<file path="src/rtl/loss_of_beam_qualifier.sv">
// Qualifies the per-turn loss-of-beam comparator level over N consecutive turns.
// On a trip it latches the turn number, pulses an event, flips a toggle and holds sticky status.
module loss_of_beam_qualifier #(
    parameter int DATA_WIDTH   = 32,
    parameter int TURN_WIDTH   = 32,
    parameter int CONSEC_WIDTH = 8,
    parameter int SAMPLE_DELAY = 4
) (
    input  logic                  clk,
    input  logic                  rst_n,
    input  logic                  turnByTurnToggle,
    input  logic                  lossOfBeamTrigger,
    input  logic [DATA_WIDTH-1:0] gpioData,
    input  logic                  countStrobe,
    input  logic                  armStrobe,
    input  logic                  disarmStrobe,
    input  logic                  clearStrobe,
    output logic                  tripped,
    output logic                  lossOfBeamEvent,
    output logic                  eventToggle,
    output logic [TURN_WIDTH-1:0] tripTurn,
    output logic [TURN_WIDTH-1:0] turnCounter,
    output logic [DATA_WIDTH-1:0] status
);

    typedef enum logic [1:0] {
        DISARMED = 2'd0,
        ARMED    = 2'd1,
        TRIPPED  = 2'd2
    } state_t;

    localparam int CNT_W = $clog2(SAMPLE_DELAY + 1);
    localparam logic [CNT_W-1:0]        DELAY_LOAD = CNT_W'(SAMPLE_DELAY);
    localparam logic [CNT_W-1:0]        DELAY_LAST = CNT_W'(1);
    localparam logic [CONSEC_WIDTH-1:0] CONSEC_MAX = '1;
    localparam logic [CONSEC_WIDTH-1:0] CONSEC_ONE = CONSEC_WIDTH'(1);

    state_t                  state;
    logic [CONSEC_WIDTH-1:0] required_count;
    logic [CONSEC_WIDTH-1:0] consec_count;
    logic [CNT_W-1:0]        delay_cnt;
    logic                    toggle_match;
    logic                    primed;

    logic                    toggle_edge;
    logic                    sample_strobe;
    logic [CONSEC_WIDTH-1:0] consec_inc;
    logic [CONSEC_WIDTH-1:0] effective_count;
    logic                    trip_now;
    logic                    unused_gpio;

    assign unused_gpio = ^gpioData[DATA_WIDTH-1:CONSEC_WIDTH];

    // primed stays low for the first clock after reset so the match register can load without an edge
    assign toggle_edge     = primed && (turnByTurnToggle != toggle_match);
    assign sample_strobe   = (delay_cnt == DELAY_LAST) && !toggle_edge;
    assign consec_inc      = (consec_count == CONSEC_MAX) ? consec_count : consec_count + CONSEC_ONE;
    assign effective_count = (required_count == '0) ? CONSEC_ONE : required_count;
    assign trip_now        = (state == ARMED) && sample_strobe && lossOfBeamTrigger
                             && (consec_inc >= effective_count);

    always_ff @(posedge clk or negedge rst_n) begin
        if (!rst_n) begin
            primed       <= 1'b0;
            toggle_match <= 1'b0;
            turnCounter  <= '0;
        end else begin
            primed       <= 1'b1;
            toggle_match <= turnByTurnToggle;
            if (toggle_edge) begin
                turnCounter <= turnCounter + TURN_WIDTH'(1);
            end
        end
    end

    // a new edge restarts the countdown, dropping any sample still pending
    always_ff @(posedge clk or negedge rst_n) begin
        if (!rst_n) begin
            delay_cnt <= '0;
        end else if (toggle_edge) begin
            delay_cnt <= DELAY_LOAD;
        end else if (delay_cnt != '0) begin
            delay_cnt <= delay_cnt - DELAY_LAST;
        end
    end

    always_ff @(posedge clk or negedge rst_n) begin
        if (!rst_n) begin
            required_count <= CONSEC_ONE;
        end else if (countStrobe) begin
            required_count <= gpioData[CONSEC_WIDTH-1:0];
        end
    end

    always_ff @(posedge clk or negedge rst_n) begin
        if (!rst_n) begin
            state           <= DISARMED;
            consec_count    <= '0;
            tripped         <= 1'b0;
            tripTurn        <= '0;
            lossOfBeamEvent <= 1'b0;
            eventToggle     <= 1'b0;
        end else begin
            lossOfBeamEvent <= 1'b0;
            // a trip outranks any disarm or clear arriving in the same cycle
            if (trip_now) begin
                state           <= TRIPPED;
                consec_count    <= consec_inc;
                tripped         <= 1'b1;
                tripTurn        <= turnCounter;
                lossOfBeamEvent <= 1'b1;
                eventToggle     <= ~eventToggle;
            end else begin
                if (clearStrobe) begin
                    tripped <= 1'b0;
                end
                case (state)
                    DISARMED: begin
                        consec_count <= '0;
                        if (armStrobe && !disarmStrobe) begin
                            state <= ARMED;
                        end
                    end
                    ARMED: begin
                        if (disarmStrobe) begin
                            state        <= DISARMED;
                            consec_count <= '0;
                        end else if (sample_strobe) begin
                            consec_count <= lossOfBeamTrigger ? consec_inc : '0;
                        end
                    end
                    TRIPPED: begin
                        if (clearStrobe || disarmStrobe) begin
                            state        <= DISARMED;
                            consec_count <= '0;
                        end
                    end
                    default: begin
                        state        <= DISARMED;
                        consec_count <= '0;
                    end
                endcase
            end
        end
    end

    always_comb begin
        status = '0;
        status[DATA_WIDTH-1:DATA_WIDTH-2] = state;
        status[DATA_WIDTH-3]              = tripped;
        status[CONSEC_WIDTH+7:8]          = consec_count;
        status[CONSEC_WIDTH-1:0]          = required_count;
    end

endmodule

</file>
<file path="config.mk">
export PLATFORM = sky130hd
export DESIGN_NAME = loss_of_beam_qualifier
export DESIGN_NICKNAME = d
export VERILOG_FILES = /design/src/rtl/loss_of_beam_qualifier.sv
export SDC_FILE = /design/constraint.sdc
export NUM_CORES = 1
export LEC_CHECK = 0
export BUFFER_PORTS_ARGS = -buffer_cell sky130_fd_sc_hd__buf_4
export CAP_MARGIN = 15
export CORE_ASPECT_RATIO = 1.75
export CORE_MARGIN = 10
export CORE_UTILIZATION = 45
export DETAILED_ROUTE_END_ITERATION = 7
export MAX_ROUTING_LAYER = met4
export PLACE_DENSITY = 0.86
export SLEW_MARGIN = 20
export SYNTH_ARGS = -nofsm -noshare
export SYNTH_HDL_FRONTEND = slang
export SYNTH_SLANG_ARGS = --single-unit
</file>
<file path="constraint.sdc">
create_clock -name clk -period 3.25 [get_ports clk]
set_clock_uncertainty 0.2 [all_clocks]
set_input_delay 0.65 -clock clk [delete_from_list [all_inputs] [get_ports clk]]
set_output_delay 0.65 -clock clk [all_outputs]
set_load 0.01 [all_outputs]
</file>
### After elaboration in Yosys (flattened, before gate mapping)

Index checks and enable logic that the tools add are counted.

* logic and storage cells: 59
* input port bits: 40
* register bits: 90

* bitwise operators: 1
* add/subtract/negate cells: 3
* equal/unequal tests: 9
* muxes and demuxes: 18
* reductions and logical operators: 16
* magnitude comparators: 1

Operators by type and width (count)
* two-way mux 8 bit: 7
* adder 32 x 1 -> 32 bit (second input constant): 1
* one-hot mux 8 bit (2 select lines): 1
* inequality test 3 bit (second input constant): 3
* adder 8 x 1 -> 8 bit (second input constant): 1
* == test 8 bit (second input constant): 1
* greater-or-equal comparator 8 bit: 1
* zero test 8 bit: 1
* two-way mux 2 bit: 4
* logical AND 1 bit: 6
* two-way mux 3 bit: 2
* one-hot mux 2 bit (3 select lines): 1
* inequality test 4 bit (second input constant): 1
* nonzero test 2 bit: 2
* == test 3 x 1 -> 1 bit (second input constant): 1
* two-way mux 1 bit: 3
* AND reduction 3 bit: 1
* nonzero test 3 bit: 1
* subtractor 3 x 1 -> 3 bit (second input constant): 1
* == test 2 x 1 -> 1 bit (second input constant): 1
* == test 2 bit (second input constant): 1
* zero test 1 bit: 2
* zero test 2 bit: 1
* AND reduction 2 bit: 1
* other kinds (3): 3

### Depth between registers and ports, before layout

* depth in word-level cells: 9
* gate-level depth with buffers: 14
* gate-level depth less buffers: 12

### Worst setup path before layout

OpenSTA, ideal clock, no wires.

* path type: register to register
* start point: register consec_count[0]
* end point: register tripTurn[28]
* stages on the path, launching flop included: 15
* arrival: 3.095 ns
* path slack: -0.170 ns
* required time: 2.925 ns
* path through: dfrtp_1 ha_1 and2_2 a31oi_1 and3_1 xor2_1 ha_1 a21oi_1 nand2_1 a311oi_1 o31ai_2 nand2_1 buf_6 buf_6 mux2_4

* longest elaborated chain between the ends: 4

RTL lines
* start, declared: line 40 `logic [CONSEC_WIDTH-1:0] consec_count;`
* start signal, assigned: line 108 `consec_count <= consec_inc;`
* start signal, assigned: line 129 `consec_count <= lossOfBeamTrigger ? consec_inc : '0;`
* adder 8 x 1 -> 8 bit / == test 8 bit (equally long branches): line 57 `assign consec_inc = (consec_count == CONSEC_MAX) ? consec_count : consec_count + CONSEC_ONE;`
* two-way mux 8 bit (*): line 57
* greater-or-equal comparator 8 bit (*): line 60 `&& (consec_inc >= effective_count);`
* logical AND 1 bit (*): line 60
* end signal, assigned: line 110 `tripTurn <= turnCounter;`
* end, declared: line 21 `output logic [TURN_WIDTH-1:0] tripTurn,`

Every way passes the cells marked *; elsewhere a longest branch is shown, timed or not.
A chain may end at the register's enable or synchronous reset.

### Final worst setup path

* start point: register consec_count[0]
* end point: register tripTurn[21]

Same word-level chain as after synthesis.

==> results.json <==
{
  "p_int_mw": 1.94,
  "cp-end-kind": "flop",
  "ys.flop_type": "dfrtp_1",
  "num_antenna_cells": 0,
  "cellPowerDensity_nw_per_um2": 450,
  "cts_max_path_buffers": 2,
  "worst_slack_ns": -0.130,
  "synth_top_family_by_area": "simple AND/OR/NAND/NOR gates",
  "vias": 3256,
  "clock_latency_ns": 0.34,
  "gp_congestion": 0.951,
  "hold_viol_final": 0,
  "timing.rr.start": "consec_count[0]$_DFFE_PN0P_",
  "clockRootBuffer": "clkbuf_16",
  "synth_top_cells_by_count": "dfrtp_1, mux2_2, nand2_1",
  "die_width_um": 92.4,
  "detail-route-antenna-nets": 0,
  "r2r_end": "tripTurn[21]$_DFFE_PN0P_",
  "drive_gt1_share_pct": 44.3,
  "grt_util_met2_pct": 31.7,
  "max_freq_mhz": 296,
  "peakVddDrop_v": 0.000415,
  "top_usage_layer": "met2",
  "rsz0062_at_grt": "yes",
  "status": "finished, violations left",
  "synth-seq-cells": 90,
  "crit_required_ns": 3.27,
  "grtUsageTotal_pct": 17.7,
  "path_class": "flop to flop",
  "comb_power_share_pct": 15.1,
  "syn_area_um2": 4130,
  "totalPowerFinal_mw": 2.67,
  "synth_cell_type_count": 41,
  "crit_arrival_ns": 3.40,
  "cts_tree": "built",
  "worstMarginPinSlew_ns": 0.775,
  "synthCells": 351,
  "cts_num_sinks": 90,
  "htreeDepth": 3,
  "drt_first_pass_iters": 5,
  "relSlewSlack_pct": 48.3,
  "final_nets": 545,
  "holdWs_ns": 0.190,
  "rrSetupSlack_ns": -0.13,
  "grt.met3_usage_pct": 5.36,
  "swShare_pct": 27.5,
  "synth_edf_count": 0,
  "initial_core_util_pct": 45.7,
  "p_sw_mw": 0.734,
  "cp-endpoint": "tripTurn[21]$_DFFE_PN0P_",
  "cts_buffers": 9,
  "synth_mux_area_share_pct": 11.5,
  "synth_top_area_share_pct": 54.0,
  "period_minus_slack_ns": 3.38,
  "p_leak_nw": 3.09,
  "finalCritPeriodShare_pct": 104,
  "syn_avg_cell_area_um2": 11.8,
  "clock_power_share_pct": 37.1,
  "maxSlewViolCount": 0,
  "cts.clk_slew.worst_paths_ns": 0.06,
  "avgViaCountPerCell": 5.26,
  "grt_max_degree": 62,
  "synth-xor-area-share_pct": 8.06,
  "grt_pass1_wl_um": 18800,
  "hold_class": "input port to asynchronous set/reset pin",
  "synth-compound-area-share_pct": 5.21,
  "drtIter0Drc": 143,
  "reg2regPathDepth": 14,
  "wl_per_cell_um": 20.1,
  "fp.dieH_um": 147,
  "port_buffers": 101,
  "synth_most_common_cell": "dfrtp_1",
  "drc": 0,
  "synthSimpleGateAreaFrac_pct": 12.6,
  "grt_use_met1_pct": 17.8,
  "antenna_found_initial": 0,
  "row_count": 46,
  "drv_cap": 0,
  "wirelength_um": 12400,
  "yosys.area_share.adder_pct": 3.33,
  "area_growth_pct": 44.0,
  "die_area_um2": 13600,
  "synthTopCellsByArea": "dfrtp_1, mux2_2, xnor2_1, ha_1, nand2_1",
  "yosysWarnings": 0,
  "cp-start-kind": "flop",
  "violations": "setup timing",
  "synthArstFlopShare_pct": 100,
  "synth_area_leader_cell": "dfrtp_1",
  "io-pin-count": 139,
  "design.core.area_um2": 9040,
  "grt_overflow_total": 0,
  "dpl.hpwl_um": 8210,
  "p_seq_share_pct": 47.8,
  "finalSetupViolations": 39,
  "path_max_fanout": 6,
  "startpoint": "consec_count[0]$_DFFE_PN0P_",
  "ys_seq_area_share_pct": 54.6,
  "grt_pass1_vias": 3572
}
[power by group through the flow]
| stage | Sequential (mW) | Combinational, mW | Clock (mW) |
|---|---|---|---|
| 2_1_floorplan | 1.29 | 0.196 | 0 |
| 3_3_place_gp | 1.29 | 0.354 | 0 |
| 3_5_place_dp | 1.29 | 0.383 | 0 |
| 4_1_cts | 1.27 | 0.403 | 1.01 |
| 5_1_grt | 1.29 | 0.446 | 1.07 |
| 6_report | 1.28 | 0.405 | 0.991 |
[state kept, by name, summed over array words and instances, names as in the netlist]
signal           flops
consec_count         8
turnCounter         32
tripTurn            32
tripped              1
state                2
delay_cnt            3
toggle_match         1
required_count       8
primed               1
lossOfBeamEvent      1
eventToggle          1
[per-layer routing]
| layer | wire length [µm] | vias up |
|---|---|---|
| met1 | 4550 | 1646 |
| met3 | 714 | 23 |
| met2 | 6870 | 120 |
| met5 | 0 | - |
| met4 | 297 | 0 |
| li1 | - | 1467 |
[repair_timing]
item,4_1_cts,5_1_grt
buffers inserted,7,4
setup endpoints to repair,38,42
gates cloned,2,3
hold buffers,0,0
resized for setup,31,27
pin swaps,13,10
[cell usage in the layout, fill, tap and decap left out, types with 3 or more instances in the layout]
master and instances:
inv_1 11, nor2_1 23, nand3_1 13, a22o_1 5, a21oi_2 3, mux2i_1 3
nand4_1 10, mux2_2 4, buf_4 129, dfrtp_1 88, buf_12 4, a21oi_1 4
and3_1 3, nand2b_1 4, o21ai_0 7, ha_1 8, nand2_1 31, mux2_4 34
conb_1 14, nor3_1 5, ha_4 3, xnor2_1 26, clkbuf_16 11, xor2_1 10
[logic make-up (layout without fill, tap and decap cells)]
logic type               after synthesis  in the layout
adder cells (fa/ha/maj)               11             11
flip-flops                            90             90
AND/OR/NAND/NOR                      107            107
buffers and inverters                 31            167
other                                  2             14
AO/OA/AOI/OAI                         31             31
multiplexers                          41             41
XOR/XNOR                              38             38
[worst min path at each step]
stage / from / slack [ns] / end
after floorplan: rst_n / 0.15 / consec_count[0]$_DFFE_PN0P_
after global placement: eventToggle$_DFFE_PN0P_ / 0.26 / eventToggle$_DFFE_PN0P_
after detailed placement: eventToggle$_DFFE_PN0P_ / 0.27 / eventToggle$_DFFE_PN0P_
after CTS: rst_n / 0.21 / tripped$_DFFE_PN0P_
after global routing: turnByTurnToggle / 0.22 / toggle_match$_DFF_PN0_
final: rst_n / 0.19 / tripped$_DFFE_PN0P_
[critical path, stage by stage, from the launching register on]
cell and delay (ns):
dfrtp_2 0.43, ha_4 0.16, and2_4 0.18, a31oi_4 0.17
and3_4 0.23, xor2_4 0.20, ha_4 0.24, a21oi_4 0.19
nand2_2 0.07, a311oi_2 0.29, o31ai_4 0.18, nand2_4 0.12
buf_12 0.15, clkbuf_16 0.16, mux2_4 0.29
[per-stage QoR]
stage | setup TNS [ns] | instance area, µm² | util, % | instances | setup slack (ns)
detailed placement | -6.57 | 5180 | 57.3 | 588 | -0.218
global placement | -2.47 | 5180 | 57.3 | 588 | -0.0839
CTS | -1.56 | 5780 | 63.9 | 613 | -0.0870
global route | -5.40 | 5950 | 65.8 | 619 | -0.179
finish | -3.46 | 5950 | 65.8 | 619 | -0.130
floorplan | 0 | 4210 | - | 363 | 0.0302
[layout make-up]
| type | count | area (µm²) |
|---|---|---|
| clock inverter | 5 | 37.5 |
| tap | 120 | 150 |
| multi-input combinational | 242 | 2020 |
| inverter | 11 | 41.3 |
| timing repair buffer | 140 | 1190 |
| sequential | 90 | 2250 |
| clock buffer | 11 | 253 |
| fill | 631 | 3090 |
(Power assumes the default switching activity.)
